$ cat src/rtl/buck_pwm_generator.sv
// Two-channel interleaved buck PWM generator: free-running 4 us timebases,
// per-period on-time latch with clamp, dead-time gate decode, enable/fault sequencing.
module buck_pwm_generator #(
  parameter int PERIOD = 400,
  parameter int PHASE  = 200,
  parameter int MAX_ON = 200,
  parameter int DEAD   = 8
) (
  input  logic        clk,
  input  logic        rst,
  input  logic        enable,
  input  logic        fault,
  input  logic [15:0] inductor_charging_time,
  output logic [15:0] timer_buck_4us_0,
  output logic [15:0] timer_buck_4us_1,
  output logic        gate_hi_0,
  output logic        gate_lo_0,
  output logic        gate_hi_1,
  output logic        gate_lo_1,
  output logic        running,
  output logic        fault_latched
);

  typedef enum logic [1:0] {
    IDLE  = 2'd0,
    ARM   = 2'd1,
    RUN   = 2'd2,
    FAULT = 2'd3
  } state_t;

  localparam logic [15:0] LAST   = 16'(PERIOD - 1);
  localparam logic [15:0] LO_END = 16'(PERIOD - DEAD);

  state_t      state;
  state_t      state_nxt;
  logic        active_1;
  logic        active_1_nxt;
  logic        run_nxt;
  logic [15:0] ton_0;
  logic [15:0] ton_1;
  logic [15:0] ton_0_nxt;
  logic [15:0] ton_1_nxt;
  logic [15:0] clamped;
  logic [15:0] t0_nxt;
  logic [15:0] t1_nxt;

  function automatic state_t next_state(input state_t s, input logic en, input logic flt,
                                        input logic wrap);
    state_t n;
    case (s)
      IDLE:    n = (en && !flt) ? ARM : IDLE;
      ARM: begin
        if (flt)       n = FAULT;
        else if (!en)  n = IDLE;
        else if (wrap) n = RUN;
        else           n = ARM;
      end
      RUN: begin
        if (flt)       n = FAULT;
        else if (!en)  n = IDLE;
        else           n = RUN;
      end
      FAULT:   n = (!en && !flt) ? IDLE : FAULT;
      default: n = IDLE;
    endcase
    return n;
  endfunction

  function automatic logic hi_decode(input logic act, input logic [15:0] ton,
                                     input logic [15:0] t);
    return act && (ton != 16'd0) && (t < ton);
  endfunction

  function automatic logic lo_decode(input logic act, input logic [15:0] ton,
                                     input logic [15:0] t);
    return act && (ton != 16'd0) && ({1'b0, t} >= ({1'b0, ton} + 17'(DEAD))) && (t < LO_END);
  endfunction

  // Gates are decoded from next-cycle timer/on-time so they line up with the timer outputs.
  always_comb begin
    clamped      = (inductor_charging_time > 16'(MAX_ON)) ? 16'(MAX_ON) : inductor_charging_time;
    t0_nxt       = (timer_buck_4us_0 == LAST) ? 16'd0 : timer_buck_4us_0 + 16'd1;
    t1_nxt       = (timer_buck_4us_1 == LAST) ? 16'd0 : timer_buck_4us_1 + 16'd1;
    ton_0_nxt    = (timer_buck_4us_0 == LAST) ? clamped : ton_0;
    ton_1_nxt    = (timer_buck_4us_1 == LAST) ? clamped : ton_1;
    state_nxt    = next_state(state, enable, fault, timer_buck_4us_0 == LAST);
    run_nxt      = (state_nxt == RUN);
    active_1_nxt = run_nxt && (active_1 || ((state == RUN) && (timer_buck_4us_1 == LAST)));
  end

  always_ff @(posedge clk) begin
    if (rst) begin
      state            <= IDLE;
      timer_buck_4us_0 <= 16'd0;
      timer_buck_4us_1 <= 16'(PHASE);
      ton_0            <= 16'd0;
      ton_1            <= 16'd0;
      active_1         <= 1'b0;
      gate_hi_0        <= 1'b0;
      gate_lo_0        <= 1'b0;
      gate_hi_1        <= 1'b0;
      gate_lo_1        <= 1'b0;
      running          <= 1'b0;
      fault_latched    <= 1'b0;
    end else begin
      state            <= state_nxt;
      timer_buck_4us_0 <= t0_nxt;
      timer_buck_4us_1 <= t1_nxt;
      ton_0            <= ton_0_nxt;
      ton_1            <= ton_1_nxt;
      active_1         <= active_1_nxt;
      gate_hi_0        <= hi_decode(run_nxt, ton_0_nxt, t0_nxt);
      gate_lo_0        <= lo_decode(run_nxt, ton_0_nxt, t0_nxt);
      gate_hi_1        <= hi_decode(active_1_nxt, ton_1_nxt, t1_nxt);
      gate_lo_1        <= lo_decode(active_1_nxt, ton_1_nxt, t1_nxt);
      running          <= run_nxt;
      fault_latched    <= (state_nxt == FAULT);
    end
  end

endmodule

$ cat config.mk
export PLATFORM = sky130hd
export DESIGN_NAME = buck_pwm_generator
export DESIGN_NICKNAME = d
export VERILOG_FILES = /design/src/rtl/buck_pwm_generator.sv
export SDC_FILE = /design/constraint.sdc
export NUM_CORES = 1
export LEC_CHECK = 0
export ABC_AREA = 0
export BUFFER_PORTS_ARGS = -buffer_cell sky130_fd_sc_hd__buf_2
export CAP_MARGIN = 20
export CORE_ASPECT_RATIO = 0.9
export CORE_UTILIZATION = 55
export DETAILED_ROUTE_END_ITERATION = 16
export MAX_ROUTING_LAYER = met4
export PLACE_DENSITY = 0.8
export SLEW_MARGIN = 20
export SYNTH_ARGS = -nofsm -noshare
export SYNTH_HDL_FRONTEND = slang
export SYNTH_SLANG_ARGS = --single-unit
$ cat constraint.sdc
create_clock -name clk -period 9.82 [get_ports clk]
set_clock_uncertainty 0.05 [all_clocks]
set_input_delay 0.982 -clock clk [delete_from_list [all_inputs] [get_ports clk]]
set_output_delay 0.982 -clock clk [all_outputs]
set_load 0.02 [all_outputs]
==> impl_metrics.csv, run 1 <==
group,metric,value,unit
finish,num_antenna_cells,0,
timing,drv_slew,0,
status,status,"finished clean",
finish,layout.nets,749,
worst_setup_path,cp.buffers_inverters,0,
die,floorplan.initialDensity,0.570,
clocking,clk_latency,0.35,ns
finish,fin_area,5490,sq um
timing,setup_slack,5.51,ns
timing,hold_viol,0,
worst_hold_path,min_from,"active_1",
placed_design,numPortBuffers,57,
timing,tightest_slew,0.875,ns
yosys,ys_warn_count,0,
routing,wl,12.2,mm
worst_setup_path,worstPathArrival,4.47,ns
clocking,cts_num_sinks,73,
worst_setup_path,r2r_cells,16,
worst_setup_path,crit_path_end_kind,"flop",
yosys,synth_seq_area_share,0.298,
clocking,cts_buffers,9,
placed_design,pre_cts_slack,5.34,ns
yosys,synth_edf_count,0,
grt,grt_pass1_wl,20.3,mm
die,ios,58,
routing,vias_per_cell,5.79,
worst_setup_path,r2r-start,"timer_buck_4us_1[0]",
power_and_ir_drop,p_int,434,uW
worst_setup_path,cpPeakStageDelay,0.70,ns
placed_design,placed_cell_area,5290,sq um
timing,period_needed,4.31,ns
timing,period_share,0.438,
yosys,ys_ff_latch,73,
yosys,syn_nets,696,
routing,first_pass_iters,5,
worst_setup_path,crit_path_cell_trace,"ha_1 > and3_1 > nand4_2 > and2_1 > a31oi_1 > nor3b_2 > nand2_1 > xnor2_1 > nand2_1 > ha_1 > a21oi_1 > nor2b_1 > o21ai_0 > a21oi_1 > o21ai_0 > a221oi_2",
worst_setup_path,critical_path.top_delay_family,"simple AND/OR/NAND/NOR gates",
yosys,synth.distinct_cells,51,
power_and_ir_drop,power.leakage,0.00245,uW
timing,fmax,232,MHz
power_and_ir_drop,swShare,0.258,
grt,grt_pass1_vias,4267,
power_and_ir_drop,pwr_density_cell,107,nW/um^2
timing,tns,0,ns
worst_hold_path,min_path_type,"reg2reg",
worst_hold_path,hold_depth,2,
worst_setup_path,crit_path_top_delay_cell,"nand4_2",
clocking,clk_path_buf_depth,2,
timing,slew_headroom,0.415,
yosys,synth_area,4910,sq um
clocking,htreeDepth,3,
die,rows,32,
worst_hold_path,min_to,"active_1",
placed_design,hpwl,9.21,mm
yosys,synth_top_area_share,0.298,
finish,drive_gt1_frac,0.136,
routing,drc,0,
timing,setup_violations,0,
yosys,syn_avg_cell_area,7.96,sq um
routing,wl_per_cell,15.4,um
power_and_ir_drop,pwr-share-comb,0.072,
worst_setup_path,start_kind,"flop",
die,die_width,102,um
job,drv_cap,0,
worst_setup_path,worstPathMaxFanout,33,
routing,drt_iter0_drc,360,
worst_setup_path,path_class,"reg2reg",
clocking,cts.repair.resized,0,
die,die_h,91.6,um
power_and_ir_drop,p_switching,151,uW
clocking,cts_tree,"done",
timing,timing.hold.ws,0.447,ns
power_and_ir_drop,p_total,585,uW
timing,rsz0062_at_grt,"false",
finish,layout_commonest_cell,"nor2_1",
routing,antenna_left,0,
worst_setup_path,timing.rr.end,"gate_lo_1",
finish,areaGrowthSynthToFinish,11.9,%
die,dieArea,9300,sq um
worst_setup_path,r2r_setup_slack,5.51,ns
yosys,synth_top_flop_cell,"dfxtp_1",
grt,overflow,0,
grt,grt_usage,0.286,
worst_setup_path,crit_required,9.98,ns
power_and_ir_drop,ir_worst_vdd,0.000105,V
yosys,yosys.area.top_type,"dfxtp_1",
power_and_ir_drop,seqPwrFrac,0.516,
yosys,postSynth.asyncResetShare,0,
finish,layout_common_cells,"nor2_1, dfxtp_1, nand2_1, ha_1, buf_2",
clocking,clk_pin_slew,0.08,ns
grt,grt_max_degree,68,
power_and_ir_drop,power.share.clock,0.412,
yosys,synthCells,616,
clocking,ctsHoldBuffers,0,
clocking,root_buffer,"clkbuf_8",
grt,antenna_found_initial,0,
clocking,post_cts_buffers,0,
die,coreArea,8610,sq um
placed_design,place.gp.congestion,0.929,
routing,vias,4594,
yosys,synth_area_leaders,"dfxtp_1, ha_1, nor2_1",
==> worst register-to-register path, cell delays in order (launching register included) <==
cell,delay (ns)
dfxtp_1,0.41
ha_1,0.20
and3_1,0.29
nand4_2,0.70
and2_1,0.46
a31oi_1,0.57
nor3b_2,0.17
nand2_1,0.13
xnor2_1,0.12
nand2_1,0.07
ha_1,0.21
a21oi_1,0.15
nor2b_1,0.06
o21ai_0,0.15
a21oi_1,0.08
o21ai_0,0.24
a221oi_2,0.09
==> per-stage QoR <==
stage                     std cells   util
after floorplan                 616      -
after global placement          777  0.615
after detailed placement        777  0.615
after CTS                       793  0.638
after global routing            793  0.638
final                           793  0.638
==> state kept, by name, summed over array words and instances (netlist names) <==
register / flops
gate_hi_0: 1
gate_lo_1: 1
ton_0: 16
timer_buck_4us_1: 16
fault_latched: 1
gate_lo_0: 1
timer_buck_4us_0: 16
gate_hi_1: 1
ton_1: 16
running: 1
active_1: 1
state: 2
==> worst max path at each step <==
stage | cells past startpoint | slack [ns] | start | endpoint
after floorplan | 20 | 5.81 | inductor_charging_time[0] | gate_lo_0
after global placement | 21 | 5.43 | inductor_charging_time[0] | gate_lo_0
after detailed placement | 20 | 5.34 | inductor_charging_time[0] | gate_lo_0
after CTS | 16 | 5.57 | timer_buck_4us_1[0] | gate_lo_1
after global routing | 16 | 5.11 | timer_buck_4us_1[0] | gate_lo_1
final | 16 | 5.51 | timer_buck_4us_1[0] | gate_lo_1
==> cells by family (layout without fill, tap and decap cells) <==
kind of cell               count (synthesis)  in the layout  synth area share
xor gates and xnor gates                  52             52            0.0928
buffers and inverters                     42            100            0.0324
muxes                                      5              5            0.0105
DFF                                       73             73             0.298
adders and majority gates                 62             62             0.157
AOI/OAI and AO/OA                         79             79            0.0939
and+or+nand+nor                          303            303             0.315
==> routing by layer <==
metal,wire (um),part of all wire,track usage,up-vias
li1,-,-,-,2266
met1,5980,0.49,0.410,2128
met2,5150,0.42,0.405,179
met3,933,0.076,0.0508,21
met4,185,0.015,0.0821,0
met5,0,0,-,-
==> synth_stat cells (17+ instances only) <==
master	number
o21ai_0	24
nor2b_1	21
clkbuf_1	17
ha_1	60
xnor2_1	24
nand2_1	63
xor2_1	28
nand3_1	29
nor3_1	20
inv_1	22
a21oi_1	33
nor2_1	86
dfxtp_1	73
nand4_1	25
==> power by group through the flow <==
stage	combinational, uW	clock, uW	sequential, uW
6_report	42.3	241	302
5_1_grt	47.1	256	303
4_1_cts	41.7	243	302
3_5_place_dp	41.3	0	309
3_3_place_gp	39.9	0	309
2_1_floorplan	23.8	0	311
==> final cells by class <==
| type | instances | area [sq um] |
|---|---|---|
| timing repair buffer | 60 | 308 |
| multi-input combinational | 501 | 3290 |
| fill | 747 | 3120 |
| clock buffer | 10 | 128 |
| tap | 119 | 149 |
| clock inverter | 6 | 68.8 |
| inverter | 24 | 90.1 |
| sequential | 73 | 1460 |
No activity file was read; power rests on OpenSTA's default activity.
==> inputs of run 2 (changes only) <==
Clock period 9.82 ns to 4.21 ns, I/O delays scaled along.
==> run 2 against run 1 <==
  * Clock-buffer cell count is 2 higher
  * Worst hold slack worse by 0.14 ns
  * Die area is the same
  * Cell count grew 0.50%
  * Non-clock buffer count is 4 higher
  * Sequential power increased by 130%
  * Core utilization rose by 1.1 points
  * Highest routed layer unchanged
  * Critical path depth grew 2
==> impl_metrics.csv, run 2 (synthesis gave the netlist of run 1 again) <==
group,metric,value,unit
worst_hold_path,min_path_type,"in2reg",
routing,wl,12.2,mm
power_and_ir_drop,power.share.clock,0.473,
timing,setup_violations,0,
clocking,ctsHoldBuffers,0,
worst_setup_path,cpPeakStageDelay,0.39,ns
die,dieArea,9300,sq um
worst_setup_path,critical_path.top_delay_family,"simple AND/OR/NAND/NOR gates",
worst_setup_path,crit_required,4.43,ns
worst_setup_path,critPathMostFrequentCell,"a21oi_1",
timing,tns,0,ns
die,die_h,91.6,um
clocking,clk_latency,0.36,ns
clocking,clk_path_buf_depth,2,
placed_design,pre_cts_slack,0.399,ns
clocking,post_cts_buffers,0,
power_and_ir_drop,seqPwrFrac,0.463,
timing,hold_viol,0,
placed_design,place.gp.congestion,0.979,
routing,vias_per_cell,5.75,
timing,fmax,259,MHz
finish,final_cells,797,
grt,grt_pass1_wl,20.6,mm
grt,antenna_found_initial,0,
worst_setup_path,cp.buffers_inverters,2,
finish,nFillCells,758,
routing,drt_iter0_drc,288,
die,die_width,102,um
finish,final_core_util,0.649,
worst_setup_path,start_kind,"flop",
status,status,"finished clean",
worst_setup_path,worstPathArrival,4.08,ns
power_and_ir_drop,power.leakage,0.00250,uW
grt,overflow,0,
timing,tightest_slew,0.698,ns
grt,grt_pass1_vias,4357,
power_and_ir_drop,pwr-share-comb,0.064,
clocking,htreeDepth,3,
clocking,root_buffer,"clkbuf_8",
die,floorplan.initialDensity,0.570,
finish,layout_commonest_cell,"nor2_1",
routing,wl_per_cell,15.3,um
clocking,cts_num_sinks,73,
clocking,clk_pin_slew,0.08,ns
die,ios,58,
grt,grt_usage,0.287,
placed_design,placed_cell_area,5320,sq um
finish,layout.nets,753,
worst_setup_path,crit_path_top_delay_cell,"dfxtp_1",
finish,multi_input_comb_area,3290,sq um
finish,areaGrowthSynthToFinish,13.9,%
timing,setup_slack,0.353,ns
power_and_ir_drop,swShare,0.225,
worst_setup_path,path_class,"reg2reg",
timing,drv_slew,0,
power_and_ir_drop,pwr_density_cell,272,nW/um^2
power_and_ir_drop,ir_worst_vdd,0.000157,V
die,rows,32,
placed_design,hpwl,9.33,mm
clocking,cts_buffers,9,
finish,fin_area,5590,sq um
timing,period_needed,3.86,ns
power_and_ir_drop,p_int,1180,uW
placed_design,numPortBuffers,57,
routing,antenna_left,0,
routing,first_pass_iters,7,
timing,rsz0062_at_grt,"false",
routing,vias,4583,
worst_setup_path,crit_path_end_kind,"flop",
worst_setup_path,worstPathMaxFanout,7,
worst_setup_path,crit_path_cell_trace,"nor4b_1 > nand3_1 > or2_1 > a21oi_1 > inv_1 > ha_1 > inv_1 > a21oi_1 > xor2_1 > ha_1 > nand4_1 > nor3b_1 > a211oi_1 > a21oi_1 > o21ai_0 > a21oi_1 > a211oi_1 > a211oi_1",
timing,period_share,0.916,
timing,slew_headroom,0.534,
routing,drc,0,
placed_design,placed_cells_incl_taps,781,
grt,grt_max_degree,67,
finish,drive_gt1_frac,0.143,
die,coreArea,8610,sq um
clocking,cts.repair.resized,0,
power_and_ir_drop,p_switching,342,uW
finish,layout_common_cells,"nor2_1, dfxtp_1, nand2_1, ha_1, buf_2",
clocking,cts_tree,"done",
finish,regArea,1460,sq um
finish,num_antenna_cells,0,
job,drv_cap,0,
run 2: final timing paths:
kind,from,end,slack (ns),depth (start not counted)
worst max-delay path,timer_buck_4us_0[6],gate_lo_0,0.35,18
worst max register to register,timer_buck_4us_0[6],gate_lo_0,0.35,18
worst min-delay path,enable,fault_latched,0.30,3
worst min register to register,active_1,active_1,0.45,2
run 2: final cells by class:
cell class                 instances  area share
clock inverter                     4      0.0175
inverter                          24      0.0161
clock buffer                      12      0.0296
sequential                        73       0.262
tap                              119      0.0267
multi-input combinational        501       0.588
timing repair buffer              64      0.0605
run 2: worst min-delay path, cell delays in order:
cell and delay (ns):
buf_2 0.12, nand3_1 0.06, a21oi_1 0.05
run 2: per-layer routing:
layer	part of all wire	vias to the layer above	global-route usage
li1	-	2275	-
met1	0.48	2101	0.411
met2	0.41	190	0.408
met3	0.096	17	0.0731
met4	0.0092	0	0.0483
met5	0	-	-
run 2: through the flow:
step           power [uW]  hold slack, ns
2_1_floorplan         782           0.396
3_3_place_gp          814           0.417
3_5_place_dp          817           0.428
4_1_cts              1530           0.294
5_1_grt              1570           0.296
6_report             1520           0.302
run 2: power groups by stage:
stage | logic (uW) | clock network (uW) | registers (uW)
after global placement | 93.2 | 0 | 720
final | 97.1 | 719 | 705
after CTS | 96.8 | 730 | 705
after global routing | 109 | 759 | 706
after detailed placement | 95.6 | 0 | 721
after floorplan | 55.5 | 0 | 726
==> inputs of run 3 (changes only) <==
Settings changed: CORE_MARGIN set to 4, GPL_TIMING_DRIVEN set to 0, RECOVER_POWER set to 50.
==> run 3 against run 2 <==
  * Core utilization shrank 0.31 points
  * Flip-flop and latch count is the same
  * Power is essentially flat
  * Die area grew 13%
  * Sequential share of layout area is essentially flat
  * First-iteration DRC count grew 36%
  * Via count grew 5.0%
  * Critical path type unchanged
  * Largest power group unchanged
==> impl_metrics.csv, run 3 (synthesis gave the netlist of run 1 again) <==
group,metric,value,unit
status,status,"finished clean",
routing,vias_per_cell,5.98,
worst_setup_path,worstPathMaxFanout,10,
clocking,post_cts_buffers,0,
worst_setup_path,path_class,"reg2reg",
routing,vias,4814,
routing,first_pass_iters,5,
die,coreArea,8650,sq um
finish,num_antenna_cells,0,
worst_setup_path,start_kind,"flop",
die,ios,58,
placed_design,placed_cell_area,5340,sq um
finish,layout_common_cells,"nor2_1, dfxtp_1, nand2_1, ha_1, clkbuf_1",
routing,antenna_left,0,
die,die_width,108,um
worst_hold_path,min_path_type,"in2reg",
timing,period_share,0.949,
timing,fmax,250,MHz
timing,drv_slew,0,
clocking,cts_num_sinks,73,
power_and_ir_drop,ir_worst_vdd,0.000184,V
clocking,clk_pin_slew,0.08,ns
finish,layout.nets,761,
die,dieArea,10500,sq um
die,rows,32,
timing,period_needed,4.00,ns
grt,grt_max_degree,16,
clocking,cts_tree,"done",
timing,tightest_slew,0.864,ns
finish,layout_commonest_cell,"nor2_1",
timing,slew_headroom,0.424,
placed_design,place.gp.congestion,0.950,
placed_design,numPortBuffers,57,
die,die_h,97.6,um
clocking,ctsHoldBuffers,0,
clocking,cts_buffers,9,
routing,wl_per_cell,17.0,um
worst_setup_path,worstPathArrival,4.19,ns
clocking,root_buffer,"clkbuf_8",
placed_design,hpwl,10.6,mm
clocking,htreeDepth,3,
finish,areaGrowthSynthToFinish,13.8,%
grt,overflow,0,
finish,drive_gt1_frac,0.0918,
power_and_ir_drop,power.leakage,0.00235,uW
routing,wl,13.6,mm
worst_setup_path,crit_required,4.41,ns
timing,setup_violations,0,
clocking,clk_latency,0.36,ns
power_and_ir_drop,pwr_density_cell,272,nW/um^2
routing,drc,0,
timing,rsz0062_at_grt,"false",
finish,final_core_util,0.646,
finish,fin_area,5590,sq um
timing,hold_viol,0,
worst_setup_path,crit_path_end_kind,"flop",
job,drv_cap,0,
grt,grt_pass1_wl,22.4,mm
grt,grt_usage,0.273,
routing,drt_iter0_drc,392,
grt,antenna_found_initial,0,
grt,grt_pass1_vias,4500,
die,floorplan.initialDensity,0.567,
clocking,clk_path_buf_depth,2,
## run 3: cell count changes in the layout (fill, tap and decap cells not counted), sizes merged
cell,before,now
buf,64,22
clkbuf,12,62
clkinv,0,1
clkinvlp,1,0
## run 3: critical path, stage by stage (launching register included)
cell and delay (ns):
dfxtp_1 0.40, nor4_2 0.29, nand3_1 0.16, or2_4 0.28, buf_2 0.19, buf_2 0.21
nor2_1 0.15, a21oi_2 0.07, inv_1 0.09, ha_1 0.20, inv_1 0.09, nor3_1 0.38
nand3_1 0.15, xnor2_1 0.20, ha_1 0.27, nand4_1 0.13, a21oi_1 0.05, o21ai_0 0.15
a21oi_1 0.08, a211oi_1 0.21, a211oi_1 0.07
## run 3: per-layer routing
metal	part of all wire	wire length [um]	track usage	vias to the layer above
li1	-	-	-	2286
met1	0.45	6090	0.364	2258
met2	0.44	5950	0.401	241
met3	0.092	1260	0.0711	29
met4	0.025	345	0.0942	0
met5	0	0	-	-
## run 3: repair_timing
action | in CTS | in global routing
gates resized for setup | 4 | 12
hold endpoints to repair | 0 | 0
setup endpoints to repair | 2 | 3
## run 3: metrics by stage
| stage | instances | setup WS, ns | hold WS (ns) | total power, uW | TNS (ns) |
|---|---|---|---|---|---|
| floorplan | 616 | 0.434 | 0.396 | 782 | 0 |
| global placement | 792 | -0.104 | 0.415 | 818 | -0.104 |
| detailed placement | 792 | -0.162 | 0.430 | 823 | -0.242 |
| CTS | 807 | 0.00986 | 0.289 | 1520 | 0 |
| global route | 805 | 0.0159 | 0.318 | 1570 | 0 |
| finish | 805 | 0.215 | 0.291 | 1520 | 0 |
## run 3: worst paths after layout
path	from	to	slack, ns	depth (start not counted)
worst max-delay path	timer_buck_4us_0[12]	gate_lo_0	0.21	20
worst min-delay path	enable	fault_latched	0.29	3
worst max register to register	timer_buck_4us_0[12]	gate_lo_0	0.21	20
worst min register to register	active_1	active_1	0.44	2
## run 3: final cells by class
type	count	area (sq um)
tap	119	149
clock inverter	4	98.8
buffer	15	63.8
clock buffer	12	155
multi-input combinational	501	3330
fill	789	3060
inverter	24	90.1
sequential	73	1460
timing repair buffer	57	238
## run 3: power by group
part / internal (uW) / total (uW) / leakage [uW] / switching, uW
clock: 428 / 713 / 0.000127 / 285
combinational: 39.8 / 104 / 0.00163 / 63.9
sequential: 697 / 705 / 0.000590 / 8.37
total: 1160 / 1520 / 0.00235 / 358
